File: config.mk
export PLATFORM = sky130hd
export DESIGN_NAME = iir_fold3_sched
export DESIGN_NICKNAME = d
export VERILOG_FILES = /design/src/rtl/iir_fold3_sched.sv
export SDC_FILE = /design/constraint.sdc
export NUM_CORES = 1
export LEC_CHECK = 0
export ABC_CLOCK_PERIOD_IN_PS = 11900
export CORE_MARGIN = 2
export CORE_UTILIZATION = 64
export DETAILED_ROUTE_END_ITERATION = 10
export GPL_ROUTABILITY_DRIVEN = 0
export PLACE_DENSITY = 0.83
export SLEW_MARGIN = 20
export SYNTH_ARGS = -nofsm -noshare
export SYNTH_HDL_FRONTEND = slang
export SYNTH_SLANG_ARGS = --single-unit
File: constraint.sdc
create_clock -name clk -period 11.9 [get_ports clk]
set_input_delay 1.19 -clock clk [delete_from_list [all_inputs] [get_ports clk]]
set_output_delay 1.19 -clock clk [all_outputs]
set_load 0.01 [all_outputs]
File: src/rtl/iir_fold3_sched.sv
// iir_fold3_sched: controller and folded datapath for a second-order IIR section,
//   y[n] = b0*x[n] + a1*y[n-1] + a2*y[n-2]
// One multiplier and one adder are shared across three fold phases per sample.
// Define IIR_FOLD3_SAT_EN to make the product and the sum saturate instead of wrap.
module iir_fold3_sched #(
    parameter int W    = 20,
    parameter int FRAC = 12
) (
    input  logic         clk,
    input  logic         rst_n,
    input  logic         in_valid,
    output logic         in_ready,
    input  logic [W-1:0] in_data,
    output logic         out_valid,
    input  logic         out_ready,
    output logic [W-1:0] out_data,
    input  logic         cfg_we,
    input  logic [1:0]   cfg_addr,
    input  logic [W-1:0] cfg_data,
    input  logic         hist_clr,
    output logic         busy
);

    typedef enum logic [2:0] {IDLE, P0, P1, P2, HOLD} state_t;

    state_t state, state_next;

    logic signed [W-1:0]   b0, a1, a2;
    logic signed [W-1:0]   x_reg, y1, y2, acc;
    logic signed [W-1:0]   mul_c, mul_v, add_a;
    logic signed [2*W-1:0] prod_full, prod_sh;
    logic signed [W-1:0]   prod_w, add_res;

`ifdef IIR_FOLD3_SAT_EN
    localparam logic signed [2*W-1:0] PMAX = {{(W+1){1'b0}}, {(W-1){1'b1}}};
    localparam logic signed [2*W-1:0] PMIN = {{(W+1){1'b1}}, {(W-1){1'b0}}};
    localparam logic signed [W-1:0]   SMAX = {1'b0, {(W-1){1'b1}}};
    localparam logic signed [W-1:0]   SMIN = {1'b1, {(W-1){1'b0}}};
    logic signed [W:0] sum_full;
`endif

    // Status outputs are pure decodes of the state register.
    assign in_ready  = (state == IDLE);
    assign busy      = (state != IDLE);
    assign out_valid = (state == HOLD);

    // Operand selection for the shared multiplier and adder per fold phase.
    always_comb begin
        mul_c = '0;
        mul_v = '0;
        add_a = '0;
        case (state)
            P0: begin mul_c = b0; mul_v = x_reg; end
            P1: begin mul_c = a1; mul_v = y1; add_a = acc; end
            P2: begin mul_c = a2; mul_v = y2; add_a = acc; end
            default: ;
        endcase
    end

    // Shared multiplier: full-width product, floor shift, then wrap or saturate.
    always_comb begin
        prod_full = $signed({{W{mul_c[W-1]}}, mul_c}) * $signed({{W{mul_v[W-1]}}, mul_v});
        prod_sh   = prod_full >>> FRAC;
`ifdef IIR_FOLD3_SAT_EN
        if (prod_sh > PMAX)
            prod_w = SMAX;
        else if (prod_sh < PMIN)
            prod_w = SMIN;
        else
            prod_w = W'(prod_sh);
`else
        prod_w = W'(prod_sh);
`endif
    end

    // Shared adder: W-bit sum, wrap or saturate.
    always_comb begin
`ifdef IIR_FOLD3_SAT_EN
        sum_full = {add_a[W-1], add_a} + {prod_w[W-1], prod_w};
        if (sum_full[W] != sum_full[W-1])
            add_res = sum_full[W] ? SMIN : SMAX;
        else
            add_res = sum_full[W-1:0];
`else
        add_res = add_a + prod_w;
`endif
    end

    // State register.
    always_ff @(posedge clk or negedge rst_n) begin
        if (!rst_n)
            state <= IDLE;
        else
            state <= state_next;
    end

    // Fold sequencing: three compute phases, then hold until the output is taken.
    always_comb begin
        state_next = state;
        case (state)
            IDLE:    if (in_valid) state_next = P0;
            P0:      state_next = P1;
            P1:      state_next = P2;
            P2:      state_next = HOLD;
            HOLD:    if (out_ready) state_next = IDLE;
            default: state_next = IDLE;
        endcase
    end

    // Datapath registers; config and history clear are only honoured in IDLE.
    always_ff @(posedge clk or negedge rst_n) begin
        if (!rst_n) begin
            b0       <= '0;
            a1       <= '0;
            a2       <= '0;
            x_reg    <= '0;
            y1       <= '0;
            y2       <= '0;
            acc      <= '0;
            out_data <= '0;
        end else begin
            case (state)
                IDLE: begin
                    if (cfg_we) begin
                        case (cfg_addr)
                            2'd0:    b0 <= cfg_data;
                            2'd1:    a1 <= cfg_data;
                            2'd2:    a2 <= cfg_data;
                            default: ;
                        endcase
                    end
                    // History is read only from P1 on, so a clear on the accept edge is seen by that sample.
                    if (hist_clr) begin
                        y1 <= '0;
                        y2 <= '0;
                    end
                    if (in_valid)
                        x_reg <= in_data;
                end
                P0, P1: acc <= add_res;
                P2: begin
                    out_data <= add_res;
                    y2       <= y1;
                    y1       <= add_res;
                end
                default: ;
            endcase
        end
    end

endmodule
==> flow_metrics.env <==
export IMPL_status="finished, final reports clean"
export IMPL_setup_viol=0
export IMPL_cts_setup_buffers=0
export IMPL_synth_area_leader_cell="fa_1"
export IMPL_finalHoldViolCount=0
export IMPL_io_pins=71
export IMPL_maxCapViolCount=0
export IMPL_postCtsHoldBufs=0
export IMPL_std_cell_rows=65
export IMPL_drtIter0Drc=1684
export IMPL_dieArea_sq_um=33200
export IMPL_dpl_hpwl_um=43520
export IMPL_insertion_delay_ps=450
export IMPL_grt_use_total=0.3574
export IMPL_r2r_end="acc[16]"
export IMPL_synth_seq_cells=163
export IMPL_finalSetupTns_ps=0
export IMPL_wl_met2_um=25570
export IMPL_fin_crit_ps=10610
export IMPL_synthCells=2200
export IMPL_start_kind="flop"
export IMPL_antenna_found_initial=0
export IMPL_post_dp_cell_area_sq_um=21460
export IMPL_pre_cts_ws_ps=1594
export IMPL_grt_overflow=0
export IMPL_required_ps=12270
export IMPL_setup_ws_ps=1287
export IMPL_final_common_cell="nand2_1"
export IMPL_die_w_um=182.2
export IMPL_layout_common_cells="nand2_1 (415), inv_1 (414), fa_1 (337)"
export IMPL_wl_met1_um=19800
export IMPL_met3_length_um=6121
export IMPL_r2r_start="state[0]"
export IMPL_clock_sinks=163
export IMPL_core_region_area_sq_um=31390
export IMPL_firstDrtPassIters=6
export IMPL_routed_wl_um=55600
export IMPL_synth_top_area_share=0.3320
export IMPL_critPathKind="flop to flop"
export IMPL_yosysWarnings=0
export IMPL_first_global_vias=17460
export IMPL_htree_levels=4
export IMPL_netlist_area_sq_um=20320
export IMPL_dr_total_vias=15980
export IMPL_critPathLaunch="state[0]"
export IMPL_ys_seq_area_frac=0.2007
export IMPL_whs_path_depth=2
export IMPL_cts_tree="built"
export IMPL_avgSynthCellArea_sq_um=9.237
export IMPL_synthArstFlopShare=1.000
export IMPL_synth_ff_type="dfrtp_1"
export IMPL_clk_path_buf_depth=2
export IMPL_initial_core_util=0.6473
export IMPL_synth_cell_types=59
export IMPL_slew_headroom=0.1687
export IMPL_numPortBuffers=70
export IMPL_skew_ps=20.92
export IMPL_cts_root_buf="clkbuf_16"
export IMPL_drv_slew=0
export IMPL_max_stage_delay_ps=710
export IMPL_final_cell_area_sq_um=22060
export IMPL_cts_buffers=17
export IMPL_tightestPinTransition_ps=1247
export IMPL_grt_max_degree=84
export IMPL_vias_per_cell=6.020
export IMPL_grt_first_pass_wirelength_um=91150
export IMPL_hp_class="flop to flop"
export IMPL_synth_edff_count=0
export IMPL_period_share=0.8918
export IMPL_timing_reg2reg_setup_slack_ps=1290
export IMPL_multi_input_comb_area_sq_um=14340
export IMPL_area_growth_pct=8.552
export IMPL_num_antenna_cells=0
export IMPL_worstPathArrival_ps=10980
export IMPL_postLayoutCoreUtil=0.7027
export IMPL_regArea_sq_um=4081
export IMPL_drive_above_1_share=0.09321
export IMPL_holdPathEnd="acc[0]"
export IMPL_nFillCells=2224
export IMPL_cts_resized=0
export IMPL_hp_start="acc[0]"
export IMPL_antenna_left=0
export IMPL_die_y_um=182.2
export IMPL_fin_nets=2741
export IMPL_synth_area_leaders="fa_1 (33%), dfrtp_1 (20%), nand2_1 (7.7%)"
export IMPL_drc=0
export IMPL_crit_fanout=18
export IMPL_top_layer="met4"
export IMPL_critPathCaptureType="flop"
export IMPL_crit_slowest_cell="a2111oi_0"
export IMPL_fmax_mhz=94.22
export IMPL_wl_per_cell_um=20.94
export IMPL_clk_pin_slew_ps=70
export IMPL_rsz0062_at_grt="no"
export IMPL_r2r_worst_path_cells=38
export IMPL_synthesis_nets=2701
[cell usage after synthesis, drive strengths merged (9+ instances only)]
master / count
inv: 415
ha: 116
clkbuf: 58
fa: 337
a21oi: 65
buf: 26
nand2: 415
and2: 27
a211oi: 9
a22o: 23
dfrtp: 163
xnor2: 40
nor3: 16
a21o: 29
mux2: 123
xor2: 14
o21ai: 25
nor2: 216
[routing by layer]
layer / vias to the layer above / global-route usage
met5: - / 0
met4: 0 / 0.2148
met3: 287 / 0.07803
met2: 1031 / 0.5786
met1: 7870 / 0.4442
li1: 6795 / -
[cells by family after synthesis]
kind of cell    after synthesis  share of synthesized area
simple gates                705                     0.1388
buf+inv                     501                    0.09432
fa+ha+maj                   453                     0.4034
compound gates              193                    0.06606
flops                       163                     0.2007
mux                         129                    0.07111
xor+xnor                     56                    0.02555
[worst max-delay path by stage]
stage / endpoint / slack (ps) / depth (start not counted)
2_1_floorplan: acc[16] / 2030 / 41
3_3_place_gp: acc[16] / 1770 / 38
3_5_place_dp: acc[16] / 1590 / 38
4_1_cts: acc[16] / 1450 / 38
5_1_grt: out_data[19] / 790 / 39
6_report: acc[16] / 1290 / 38
[per-stage QoR]
step	std cells	hold WS (ps)
5_1_grt	2655	494.4
3_3_place_gp	2623	448.9
3_5_place_dp	2623	455.2
4_1_cts	2655	472.6
6_report	2655	470.3
2_1_floorplan	2200	437.4
[worst max-delay path: cells and delay by family (launching register included)]
| kind | cells | cell delay, ps |
|---|---|---|
| fa+ha+maj | 9 | 4150 |
| compound gates | 12 | 3230 |
| simple gates | 7 | 1680 |
| buf+inv | 9 | 960 |
| flops | 1 | 400 |
| xor+xnor | 1 | 100 |
[area by class of cell]
| class | count | area share |
|---|---|---|
| flip-flops and latches | 163 | 0.1850 |
| multi-input cells | 1536 | 0.6501 |
| clock buffers | 18 | 0.01991 |
| well taps | 402 | 0.02280 |
| inverters | 417 | 0.07095 |
| repair buffers | 105 | 0.04390 |
| clock inverters | 14 | 0.007317 |
Power is left out: the tool's default activity adds up to more than one toggle a clock period on the data nets, which glitch-free logic cannot reach.
